### src/rtl/regfile_arbiter.sv
// Round-robin arbiter that serializes two requesters onto one register-file port.
// One access in flight: writes take IDLE+ISSUE, reads take IDLE+ISSUE+RWAIT.
module regfile_arbiter #(
  parameter int DW = 8,
  parameter int AW = 3
) (
  input  logic          clk,
  input  logic          rst,
  input  logic          req_a,
  input  logic          we_a,
  input  logic [AW-1:0] addr_a,
  input  logic [DW-1:0] wdata_a,
  output logic          gnt_a,
  output logic          rvalid_a,
  output logic [DW-1:0] rdata_a,
  input  logic          req_b,
  input  logic          we_b,
  input  logic [AW-1:0] addr_b,
  input  logic [DW-1:0] wdata_b,
  output logic          gnt_b,
  output logic          rvalid_b,
  output logic [DW-1:0] rdata_b,
  output logic          rf_we,
  output logic          rf_re,
  output logic [AW-1:0] rf_addr,
  output logic [DW-1:0] rf_wdata,
  input  logic [DW-1:0] rf_rdata
);

  typedef enum logic [1:0] {S_IDLE, S_ISSUE, S_RWAIT} state_t;

  state_t        state_q, state_d;
  logic          last_b_q, last_b_d;   // 1 = B granted last, so A wins a tie
  logic          own_b_q, own_b_d;
  logic          we_q, we_d;
  logic [AW-1:0] addr_q, addr_d;
  logic [DW-1:0] wdata_q, wdata_d;
  logic [DW-1:0] rdata_a_q, rdata_a_d;
  logic [DW-1:0] rdata_b_q, rdata_b_d;
  logic          rvalid_a_q, rvalid_a_d;
  logic          rvalid_b_q, rvalid_b_d;
  logic          pick_b;

  always_ff @(posedge clk) begin
    if (rst) begin
      state_q    <= S_IDLE;
      last_b_q   <= 1'b1;
      own_b_q    <= 1'b0;
      we_q       <= 1'b0;
      addr_q     <= '0;
      wdata_q    <= '0;
      rdata_a_q  <= '0;
      rdata_b_q  <= '0;
      rvalid_a_q <= 1'b0;
      rvalid_b_q <= 1'b0;
    end else begin
      state_q    <= state_d;
      last_b_q   <= last_b_d;
      own_b_q    <= own_b_d;
      we_q       <= we_d;
      addr_q     <= addr_d;
      wdata_q    <= wdata_d;
      rdata_a_q  <= rdata_a_d;
      rdata_b_q  <= rdata_b_d;
      rvalid_a_q <= rvalid_a_d;
      rvalid_b_q <= rvalid_b_d;
    end
  end

  always_comb begin
    state_d    = state_q;
    last_b_d   = last_b_q;
    own_b_d    = own_b_q;
    we_d       = we_q;
    addr_d     = addr_q;
    wdata_d    = wdata_q;
    rdata_a_d  = rdata_a_q;
    rdata_b_d  = rdata_b_q;
    rvalid_a_d = 1'b0;
    rvalid_b_d = 1'b0;
    pick_b     = req_b & (~req_a | ~last_b_q);
    case (state_q)
      S_IDLE: begin
        if (req_a | req_b) begin
          own_b_d  = pick_b;
          last_b_d = pick_b;
          we_d     = pick_b ? we_b    : we_a;
          addr_d   = pick_b ? addr_b  : addr_a;
          wdata_d  = pick_b ? wdata_b : wdata_a;
          state_d  = S_ISSUE;
        end
      end
      S_ISSUE: state_d = we_q ? S_IDLE : S_RWAIT;
      S_RWAIT: begin
        // rf_rdata is valid now; register it so rvalid lines up with IDLE
        if (own_b_q) begin
          rdata_b_d  = rf_rdata;
          rvalid_b_d = 1'b1;
        end else begin
          rdata_a_d  = rf_rdata;
          rvalid_a_d = 1'b1;
        end
        state_d = S_IDLE;
      end
      default: state_d = S_IDLE;
    endcase
  end

  always_comb begin
    gnt_a    = (state_q == S_ISSUE) & ~own_b_q;
    gnt_b    = (state_q == S_ISSUE) &  own_b_q;
    rf_we    = (state_q == S_ISSUE) &  we_q;
    rf_re    = (state_q == S_ISSUE) & ~we_q;
    rf_addr  = (state_q == S_ISSUE) ? addr_q : '0;
    rf_wdata = rf_we ? wdata_q : '0;
    rvalid_a = rvalid_a_q;
    rvalid_b = rvalid_b_q;
    rdata_a  = rdata_a_q;
    rdata_b  = rdata_b_q;
  end

endmodule

### config.mk
export PLATFORM = sky130hd
export DESIGN_NAME = regfile_arbiter
export DESIGN_NICKNAME = d
export VERILOG_FILES = /design/src/rtl/regfile_arbiter.sv
export SDC_FILE = /design/constraint.sdc
export NUM_CORES = 1
export LEC_CHECK = 0
export BUFFER_PORTS_ARGS = -buffer_cell sky130_fd_sc_hd__buf_4
export CAP_MARGIN = 10
export CORE_ASPECT_RATIO = 0.9
export CORE_UTILIZATION = 29
export DETAILED_ROUTE_END_ITERATION = 7
export HOLD_SLACK_MARGIN = 0.02
export PLACE_DENSITY = 0.53
export SKIP_CTS_REPAIR_TIMING = 1
export SYNTH_ARGS = -nofsm -noshare
export SYNTH_HDL_FRONTEND = slang
export SYNTH_SLANG_ARGS = --single-unit
### constraint.sdc
create_clock -name clk -period 1.02 [get_ports clk]
set_input_delay 0.153 -clock clk [delete_from_list [all_inputs] [get_ports clk]]
set_output_delay 0.153 -clock clk [all_outputs]
set_load 0.1 [all_outputs]
==> key figures <==
Timing
  – Tcrit/Tclk final: 144%
  – Clock Skews: 0.00450 ns
  – Max-Slew Margin vs Limit: 71.1%
  – Setup violators final: 46
  – Final Hold Vio Count: 0
  – Fin crit period: 1.47 ns
  – Post-route setup slack: -0.451 ns
  – Max Slew Vio Count: 0
  – RSZ-0062 raised after global routing: true
  – Worst slew pin tran: 0.433 ns
  – Max Freq: 680 MHz

Synth
  – Largest area contributor in the netlist: dfxtp_1
  – Synth Register Bits: 34
  – YS warnings: 0
  – Post-synthesis compound-gate area fraction: 15.2%
  – Post-Syn Area: 0.00150 mm²
  – Synth top area share: 45.4%
  – Top post-synthesis cells by area: dfxtp_1 45%, mux2i_1 11%, nand2_1 6.3%
  – Simple-gate area share of the yosys netlist: 22.6%
  – Netlist cell types: 28
  – Post-Syn Nets: 199
  – Multiplexer area fraction after synthesis: 10.7%
  – Avg Inst Size Synth: 9.20 µm²
  – Largest family of logic cells by synthesized area: simple AND/OR/NAND/NOR gates
  – Synth Area in XOR/XNOR: 0%
  – Sequential fraction of the synthesis area: 45.4%
  – Post-Synthesis Cells: 163
  – Synth Area in Adders: 0%

Routing
  – Avg WL per Cell: 13.0 µm
  – DRT iter0 DRCs: 34
  – Detail Route Antenna Nets: 0
  – Vias per inst: 4.70
  – DRC Markers: 0
  – Vias: 1448
  – Final wirelength: 4000 µm
  – DRT Pass-1 Iters: 4

Layout
  – Synthesis-to-layout area growth: 82.1%
  – Nets: 279
  – Fin cells: 308
  – Layout cells sized above 1: 60.5%
  – Multi-input logic area: 867 µm²
  – Final Instance Area: 0.00273 mm²
  – Storage element area: 707 µm²
  – # diodes: 0
  – Commonest non-fill, non-tap cells in the layout: 43 x buf_4, 25 x nand2_1, 21 x buf_6, 21 x dfxtp_2, 20 x buf_12
  – Commonest non-fill, non-tap cell in the layout: buf_4
  – Number of fill cells: 435

Outcome
  – Violated checks: negative setup slack
  – Status: finished, violations left

Setup path
  – WS Path Type: flip-flop to output port
  – Crit path from: state_q[1]$_SDFFE_PP0P_
  – R2R Setup Slk: -0.22 ns
  – Crit path largest cell delay: 0.31 ns
  – Startpoint types: flip-flop
  – R2r startpoint: state_q[0]$_SDFFE_PP0P_
  – Buffers & Inverters on Critical Path: 2
  – Delay-heaviest family, CP: simple AND/OR/NAND/NOR gates
  – FF-to-FF path depth: 5
  – Crit. path cell count: 4
  – Worst-path fanout max: 13
  – Cell repeated most along the worst path: buf_12
  – Worst Setup End Kind: output port
  – Crit path DAT: 1.32 ns
  – Cell Chain, Critical Path: and2b_1, buf_12, and3_4, buf_12
  – Slowest-stage cell, CP: dfxtp_2
  – R2r endpoint: wdata_q[1]$_SDFFE_PP0P_
  – Req. time, crit path: 0.87 ns

Global route
  – Vias in the first global route: 1333
  – Total GRT Usage: 14.9%
  – Initial antenna violation count: 0
  – First-pass GRT wire length: 6330 µm
  – Total gr overflow: 0
  – Largest net degree at the start of global routing: 35

Placement
  – Cell Count Post-Placement: 298
  – Post-DP HPWL: 2750 µm
  – I/O Buffers: 68
  – Cell Area, Placed: 0.00227 mm²
  – Pre-CTS WS: -0.246 ns
  – GP Congestion: 0.739

Floorplan
  – Initial core utilization: 30.6%
  – DIE WIDTH: 77.8 µm
  – # IOs: 69
  – Die H: 70.2 µm
  – Die ar.: 0.00547 mm²
  – Core area: 0.00489 mm²
  – Num rows: 24

Pwr
  – Clock Power Share: 25.8%
  – PD cells: 1290 mW/mm²
  – Sw Pwr: 0.00112 W
  – Reg power frac: 41.9%
  – Max rail drop VDD: 0.830 mV
  – Comb pwr share: 32.3%
  – Static leakage: 1.19 nW
  – Pint: 0.00240 W
  – Switching share of power: 31.8%

Hold path
  – Hold-critical path depth: 3
  – HP Start: rf_rdata[1]
  – Hold Path Sink: rdata_a[1]$_SDFFE_PP0P_
  – Worst min-delay path category: primary input to flip-flop

Clock network
  – Worst skew pair latency: 0.28 ns
  – Sink Count: 34
  – Htree depth: 2
  – CTS Buf Count: 5
  – CTS Root Cell: clkbuf_8
  – CTS clk-pin slew, worst paths: 0.06 ns
  – CTS tree: built
  – Maximum clock path buffer count: 2

Flow run
  – Max_cap viols: 0
[synth_stat cells]
cell type	count
a21bo_2	1
a21boi_2	1
a21oi_1	14
a311oi_1	9
a311oi_2	3
and2_1	5
and2b_1	1
and3_1	9
buf_2	2
buf_4	2
buf_6	4
clkbuf_1	4
clkbuf_4	1
dfxtp_1	34
mux2i_1	16
nand2_1	25
nand2b_1	1
nand3b_1	1
nor2_1	20
nor2_2	1
nor2_4	1
nor2b_1	1
nor3_1	2
nor3b_2	1
o21ai_0	1
o21bai_1	1
or2_2	1
or2_4	1
[cells by family (layout without fill, tap and decap cells)]
logic type | count (synthesis) | after routing
simple gates | 70 | 70
flops | 34 | 34
compound gates | 30 | 30
buf+inv | 13 | 93
mux | 16 | 16
[worst max-delay path by stage]
stage and end:
2_1_floorplan rf_wdata[2], 3_3_place_gp rf_wdata[7], 3_5_place_dp rf_wdata[3], 4_1_cts rf_wdata[7], 5_1_grt rf_wdata[4], 6_report rf_wdata[4]
[worst register-to-register path, stage by stage, from the launching register on]
cell	delay [ns]
dfxtp_2	0.33
buf_6	0.13
or2_4	0.27
nor2_4	0.14
clkbuf_16	0.17
a311oi_2	0.08
[power groups by stage]
stage	Combinational, W	Clock [W]	Sequential, W
after floorplan	0.000537	0	0.00160
after global placement	0.000960	0	0.00150
after detailed placement	0.000963	0	0.00150
after CTS	0.000963	0.000947	0.00147
after global routing	0.00121	0.00100	0.00149
final	0.00114	0.000910	0.00148
[per-stage QoR]
step	power (W)	hold WS (ns)	util (%)	TNS, ns
after floorplan	0.00214	0.297	-	-3.20
after global routing	0.00370	0.121	55.8	-13.62
after detailed placement	0.00246	0.402	46.3	-7.56
after global placement	0.00246	0.394	46.3	-7.30
after CTS	0.00338	0.111	47.9	-13.04
final	0.00352	0.118	55.8	-11.14
[state kept, by name (all words and copies together) (netlist names)]
name	flops
rdata_a	8
rvalid_b	1
we_q	1
last_b_q	1
wdata_q	8
rdata_b	8
state_q	2
rvalid_a	1
addr_q	3
own_b_q	1
[layout make-up]
| type | count | share of cell area, % |
|---|---|---|
| Timing Repair Buffer | 86 | 36.6 |
| Multi-Input combinational cell | 116 | 31.7 |
| Sequential cell | 34 | 25.9 |
| Tap cell | 65 | 2.98 |
| Clock buffer | 7 | 2.79 |
[metal layers]
layer / wire (µm) / GRT usage, %
met1: 1930 / 20.6
met2: 1940 / 22.8
met3: 100 / 3.14
met4: 41 / 5.03
met5: 0 / 0
Note: power is estimated with default switching activity, not from simulation.
